### src/rtl/lsu_rmw.sv
// Load/store unit in front of a word-addressed memory without byte enables;
// sub-word stores become read-modify-write. Define LSU_MISALIGN_EN to reject misaligned H/W accesses.
module lsu_rmw #(
    parameter int MEM_WORDS = 64
) (
    input  logic        clk,
    input  logic        rst_n,
    input  logic        req_valid,
    output logic        req_ready,
    input  logic        req_we,
    input  logic [2:0]  req_funct3,
    input  logic [31:0] req_addr,
    input  logic [31:0] req_wdata,
    output logic        rsp_valid,
    output logic [31:0] rsp_rdata,
    output logic        rsp_err,
    output logic [31:0] mem_addr,
    output logic [31:0] mem_wdata,
    output logic        mem_we,
    input  logic [31:0] mem_rdata
);

    typedef enum logic [2:0] {IDLE, LOAD, RMW_RD, WRITE, RESP} state_t;

    localparam logic [29:0] WORD_LIM = 30'(MEM_WORDS);

    state_t      state, nxt;
    logic        we_q;
    logic [2:0]  f3_q;
    logic [31:0] addr_q, wdata_q, merge_q;
    logic        accept, bad_f3, bad_range, misalign, err;
    logic [7:0]  ld_byte;
    logic [15:0] ld_half;
    logic [31:0] load_ext, merged;

    assign accept    = req_valid && req_ready;
    assign bad_range = req_addr[31:2] >= WORD_LIM;

    always_comb begin
        bad_f3 = req_we & req_funct3[2];
        case (req_funct3)
            3'b011, 3'b110, 3'b111: bad_f3 = 1'b1;
            default: ;
        endcase
    end

`ifdef LSU_MISALIGN_EN
    always_comb begin
        misalign = 1'b0;
        case (req_funct3[1:0])
            2'b01:   misalign = req_addr[0];
            2'b10:   misalign = |req_addr[1:0];
            default: misalign = 1'b0;
        endcase
    end
`else
    // Without the check, H drops addr[0] and W drops addr[1:0] (aligned down).
    assign misalign = 1'b0;
`endif

    assign err = bad_f3 | bad_range | misalign;

    always_ff @(posedge clk or negedge rst_n) begin
        if (!rst_n) state <= IDLE;
        else        state <= nxt;
    end

    always_comb begin
        nxt = state;
        case (state)
            IDLE: if (accept) begin
                if (err)                          nxt = RESP;
                else if (!req_we)                 nxt = LOAD;
                else if (req_funct3[1:0] == 2'b10) nxt = WRITE;
                else                              nxt = RMW_RD;
            end
            LOAD:    nxt = RESP;
            RMW_RD:  nxt = WRITE;
            WRITE:   nxt = RESP;
            RESP:    nxt = IDLE;
            default: nxt = IDLE;
        endcase
    end

    always_comb begin
        req_ready = (state == IDLE);
        rsp_valid = (state == RESP);
        mem_we    = (state == WRITE) && we_q;
        mem_addr  = {addr_q[31:2], 2'b00};
        mem_wdata = 32'h0;
        if (state == WRITE)
            mem_wdata = (f3_q[1:0] == 2'b10) ? wdata_q : merged;
    end

    // Little-endian lane extraction for loads
    assign ld_byte = mem_rdata[{addr_q[1:0], 3'b000} +: 8];
    assign ld_half = addr_q[1] ? mem_rdata[31:16] : mem_rdata[15:0];

    always_comb begin
        case (f3_q)
            3'b000:  load_ext = {{24{ld_byte[7]}}, ld_byte};
            3'b100:  load_ext = {24'h0, ld_byte};
            3'b001:  load_ext = {{16{ld_half[15]}}, ld_half};
            3'b101:  load_ext = {16'h0, ld_half};
            default: load_ext = mem_rdata;
        endcase
    end

    always_comb begin
        merged = merge_q;
        if (f3_q[1:0] == 2'b00) merged[{addr_q[1:0], 3'b000} +: 8] = wdata_q[7:0];
        else                    merged[{addr_q[1], 4'b0000} +: 16] = wdata_q[15:0];
    end

    always_ff @(posedge clk or negedge rst_n) begin
        if (!rst_n) begin
            we_q      <= 1'b0;
            f3_q      <= 3'b000;
            addr_q    <= 32'h0;
            wdata_q   <= 32'h0;
            merge_q   <= 32'h0;
            rsp_rdata <= 32'h0;
            rsp_err   <= 1'b0;
        end else begin
            if (accept) begin
                we_q    <= req_we;
                f3_q    <= req_funct3;
                addr_q  <= req_addr;
                wdata_q <= req_wdata;
                if (err) begin
                    rsp_err   <= 1'b1;
                    rsp_rdata <= 32'h0;
                end
            end
            case (state)
                LOAD: begin
                    rsp_rdata <= load_ext;
                    rsp_err   <= 1'b0;
                end
                RMW_RD: merge_q <= mem_rdata;
                WRITE: begin
                    rsp_rdata <= 32'h0;
                    rsp_err   <= 1'b0;
                end
                default: ;
            endcase
        end
    end

endmodule

### config.mk
export PLATFORM = sky130hd
export DESIGN_NAME = lsu_rmw
export DESIGN_NICKNAME = d
export VERILOG_FILES = /design/src/rtl/lsu_rmw.sv
export SDC_FILE = /design/constraint.sdc
export NUM_CORES = 1
export LEC_CHECK = 0
export CORE_MARGIN = 1
export CORE_UTILIZATION = 47
export CTS_CLUSTER_SIZE = 40
export DETAILED_ROUTE_END_ITERATION = 8
export PLACE_DENSITY = 0.88
export SYNTH_ARGS = -nofsm -noshare
export SYNTH_HDL_FRONTEND = slang
export SYNTH_SLANG_ARGS = --single-unit
### constraint.sdc
create_clock -name clk -period 3.4 [get_ports clk]
set_input_delay 0.68 -clock clk [delete_from_list [all_inputs] [get_ports clk]]
set_output_delay 0.68 -clock clk [all_outputs]
set_load 0.01 [all_outputs]
# [After elaboration in Yosys (flattened, before gate mapping)]
# Cells that the tools add are included.
[classes] n_addsub=2 n_lt_le_gt_ge=1 eq_ne=13 shifts=5 muxes=19 n_bitwise=2 n_reduce_logical=13
[op_table] op="$mux W32" count=5
[op_table] op="$pmux W32 S4" count=1
[op_table] op="$bwmux W32" count=2
[op_table] op="$pmux W32 S2" count=1
[op_table] op="$shift A16 B7 Y32 const A" count=1
[op_table] op="$shift A8 B7 Y32 const A" count=1
[op_table] op="$shiftx A16 B7 Y32" count=1
[op_table] op="$shiftx A32 B6 Y8" count=1
[op_table] op="$shiftx A8 B7 Y32" count=1
[op_table] op="$ge A30 B7 Y1 const B" count=1
[op_table] op="$mux W16" count=1
[op_table] op="$eq A3 B3 Y1 const B" count=5
[op_table] op="$neg A5 Y7" count=2
[op_table] op="$eq A3 B2 Y1 const B" count=3
[op_table] op="$pmux W3 S3" count=1
[op_table] op="$eq A3 B1 Y1 const B" count=2
[op_table] op="$logic_not A3 Y1" count=2
[op_table] op="$mux W3" count=2
[op_table] op="$reduce_bool A3 Y1" count=2
[op_table] op="$mux W1" count=5
[op_table] op="$eq A2 B2 Y1 const B" count=2
[op_table] op="$reduce_and A2 Y1" count=2
[op_table] op="$reduce_bool A2 Y1" count=2
[op_table] op="$reduce_or A3 Y1" count=1
[op_table] op="7 further kinds" count=8
[totals] register_bits=136 inputBits=103

# [Logic depth before layout (Yosys ltp)]
[logic_depth] word_depth=7 mapped_depth=7 mapped_depth_nobuf=6

# [Worst setup path after synthesis]
# No wires, ideal clock.
[synth_path] kind="register to output" start="register addr_q[1]" end="output port mem_wdata[31]" arrival_time_ps=2185 t_required_ps=2720 slack_ps=535 path_stages_with_launch=8 n_path_buf=1 path_cell_list="dfrtp_1 > buf_6 > inv_1 > ha_1 > nor3b_1 > and2_1 > a221oi_1 > a2111oi_0"
[synth_via] elab_chain_len=6
[synth_rtl] item="from (decl)" line_no="30" rtl="logic [31:0] addr_q, wdata_q, merge_q;"
[synth_rtl] item="from (signal assigned)" line_no="128" rtl="addr_q <= req_addr;"
[synth_rtl] item="$neg A5 Y7, on equally long branches" line_no="112, 111"
[synth_rtl] item="$shiftx A16 B7 Y32 (tied with other cells)" line_no="112" rtl="else merged[{addr_q[1], 4'b0000} +: 16] = wdata_q[15:0];"
[synth_rtl] item="$bwmux W32, on equally long branches" line_no="112, 111"
[synth_rtl] item="$mux W32 *" line_no="111" rtl="if (f3_q[1:0] == 2'b00) merged[{addr_q[1:0], 3'b000} +: 8] = wdata_q[7:0];"
[synth_rtl] item="$mux W32 *" line_no="92" rtl="mem_wdata = (f3_q[1:0] == 2'b10) ? wdata_q : merged;"
[synth_rtl] item="$mux W32 *" line_no="91" rtl="if (state == WRITE)"
[synth_rtl] item="to (decl)" line_no="18" rtl="output logic [31:0] mem_wdata,"
# Mark *: on every way between the ends. The rest lies on a longest branch, timed or not.

# [Final worst setup path]
[layout_path] start="register addr_q[1]" end="output port mem_wdata[19]"
# The elaborated chain is that of the path after synthesis.

==> reports/metrics.csv <==
metric;value;unit
status;completed;
share of cells above drive strength 1;0.228;
post-synth cell types;47;
number of I/O pins;203;
Post-DP Area;8890;µm²
Die X;123;µm
Synth Register Bits;136;
post-layout min period;3.37;ns
sequential power share;0.391;
R2R Setup Slk;1.22;ns
WP data arrival;2.69;ns
Layout area overhead;40.9;%
Vias/cell;6.03;
final count of hold timing violations;0;
Syn Inst Count;628;
Clock power frac;0.405;
leading cell type in the layout, fill and taps excluded;clkdlybuf4s50_1;
initial antenna violation count;0;
dpl hpwl;14900;µm
core area;14100;µm²
die area;15200;µm²
drt first pass iters;9;
switch share;0.266;
Initial Utilization;0.490;
worst slew pin tran;1.15;ns
grt total ovfl;0;
Critical Path End Type;output pin;
row cnt;43;
total power;4.74;mW
Final Instance Area;9730;µm²
first-pass GRT wire length;31900;µm
Ant. Diodes;0;
WL/cell;21.3;µm
Hold Buf Count CTS;0;
Yosys Warn Count;0;
routability cong.;0.896;
P_sw;1.26;mW
max_cap viols;0;
Reg clk slew, reported paths;0.06;ns
Comb pwr share;0.203;
mean area per synthesized cell;11.0;µm²
clk root buf;clkbuf_16;
H-tree depth;4;
Worst Setup Start Kind;register;
Total Wirelength;21200;µm
Slowest-stage cell, CP;dfrtp_2;
Required @ worst endpoint;2.72;ns
maximum vdd drop;350;µV
Die Height;123;µm
Max stage delay on crit path;0.43;ns
CTS tree;yes;
post-synthesis cell type with the largest combined area;dfrtp_1;
ys flop type;dfrtp_1;
largest net degree at the start of global routing;79;
clk sinks;136;
Lkg Pwr;4.23;nW
Seq/Total Area, Yosys;0.493;
Synth top area share;0.493;
# setup viols final;0;
antenna-violating nets left;0;
port bufs;200;
Critical Path Fanout Max;7;
Worst-Skew Late Latency;0.43;ns
vias in the first global route;5825;
CTS Buf Count;17;
total track usage;0.283;
via count;5997;
Clock Skew;0.0106;ns
fraction of registers with async set/reset;1.00;
worst min-delay path class;in2async;
# nets final;911;
Slew HR;0.232;
internal power;3.48;mW
Max Buffers Root-to-Sink;2;
r2r worst-path depth;6;
CP cell instances;inv_4, ha_4, nor4bb_4, a21o_1, buf_4, buf_4, a221oi_1, nor3_1, dlygate4sd2_1;
Final period util;0.990;
DRC viols;0;
fmax;0.297;GHz
max-slew violation count;0;
top post-synthesis cells by area;dfrtp_1 49%, mux2_2 16%, buf_4 3.5%;
Post-synth EDFFs;0;
kind of critical path;reg2out;
DR iter-0 viols;667;
commonest non-fill, non-tap cells in the layout;181 x clkdlybuf4s50_1, 134 x dfrtp_1, 97 x mux2_2;
pwr dens;488;nW/µm²
Synth Cell Area;6900;µm²
crit-path most repeated cell;buf_4;
-- synth_stat cells (all sizes together) (4+ instances only) --
cell	n
a2111oi	11
a21o	5
a21oi	23
a221oi	19
a222oi	5
a22oi	5
and2	4
buf	52
clkbuf	20
dfrtp	136
ha	5
inv	8
mux2	97
mux2i	19
nand2	54
nor2	43
nor3	16
nor3b	4
nor4	6
o211ai	10
o21a	5
o21ai	24
o221ai	7
o22ai	27
-- worst paths after layout --
| check | start | to |
|---|---|---|
| worst max-delay path | addr_q[1]$_DFFE_PN0P_ | mem_wdata[19] |
| worst min-delay path | rst_n | addr_q[0]$_DFFE_PN0P_ |
| worst max register to register | state[2]$_DFFE_PN0P_ | rsp_rdata[11]$_DFFE_PN0P_ |
| worst min register to register | rsp_err$_DFFE_PN0P_ | rsp_err$_DFFE_PN0P_ |
| max in group asynchronous | rst_n | f3_q[0]$_DFFE_PN0P_ |
| min in group clk | rsp_err$_DFFE_PN0P_ | rsp_err$_DFFE_PN0P_ |
-- flip-flops by register name (all words and copies together), names as in the netlist --
name / cells
addr_q: 32
f3_q: 3
merge_q: 32
rsp_err: 1
rsp_rdata: 32
state: 3
wdata_q: 32
we_q: 1
-- repair_timing --
item / 4_1_cts / 5_1_grt
gates resized for setup: 24 / 33
pin swaps: 2 / 4
cloned: 0 / 1
buffers inserted: 1 / 4
endpoints found under the setup margin: 25 / 26
endpoints found under the hold margin: 0 / 0
-- worst max-delay path: cells and delay by family (launching register included) --
kind	cells	cell delay, ns
buf+inv	4	0.63
fa+ha+maj	1	0.32
compound gates	2	0.33
simple gates	2	0.55
flops	1	0.43
-- final cells by class --
type / count / area, µm²
Clock buffer: 23 / 498
Clock inverter: 8 / 118
Fill cell: 1036 / 4370
Inverter: 9 / 36.3
Multi-Input combinational cell: 412 / 3180
Sequential cell: 136 / 3410
Tap cell: 180 / 225
Timing Repair Buffer: 227 / 2270
-- layer usage --
layer	wire length [µm]	GRT usage	vias to the layer above
met5	0	0	-
met4	761	0.115	0
met3	1700	0.0706	66
met2	10400	0.449	345
met1	8400	0.370	2930
li1	-	-	2656
-- per-stage QoR --
stage	std cells	worst slack (ns)	hold slack, ns	util	setup TNS [ns]
final	995	0.0340	0.297	0.690	0
after global routing	995	-0.0651	0.349	0.690	-0.155
after CTS	990	-0.0145	0.335	0.678	-0.0910
after detailed placement	958	0.122	0.480	0.631	0
after global placement	958	0.189	0.474	0.631	0
after floorplan	629	0.535	0.384	-	0
-- power groups by stage --
stage                     clock network [mW]  registers [mW]  logic (mW)
after global routing                    2.01            1.87        1.04
after global placement                     0            1.87       0.855
after CTS                               1.93            1.85       0.901
final                                   1.92            1.85       0.965
after floorplan                            0            1.83       0.558
after detailed placement                   0            1.88       0.874
-- kinds of logic (layout without fill, tap and decap cells) --
logic type / after synthesis / in the layout / synth area share
AND/OR/NAND/NOR: 144 / 144 / 0.0982
AO/OA/AOI/OAI: 144 / 144 / 0.144
multiplexers: 117 / 117 / 0.189
buffers and inverters: 81 / 267 / 0.0667
adder cells (fa/ha/maj): 5 / 5 / 0.00906
other: 1 / 2 / 0.000543
flip-flops: 136 / 136 / 0.493
Power figures use the tool's default switching activity.
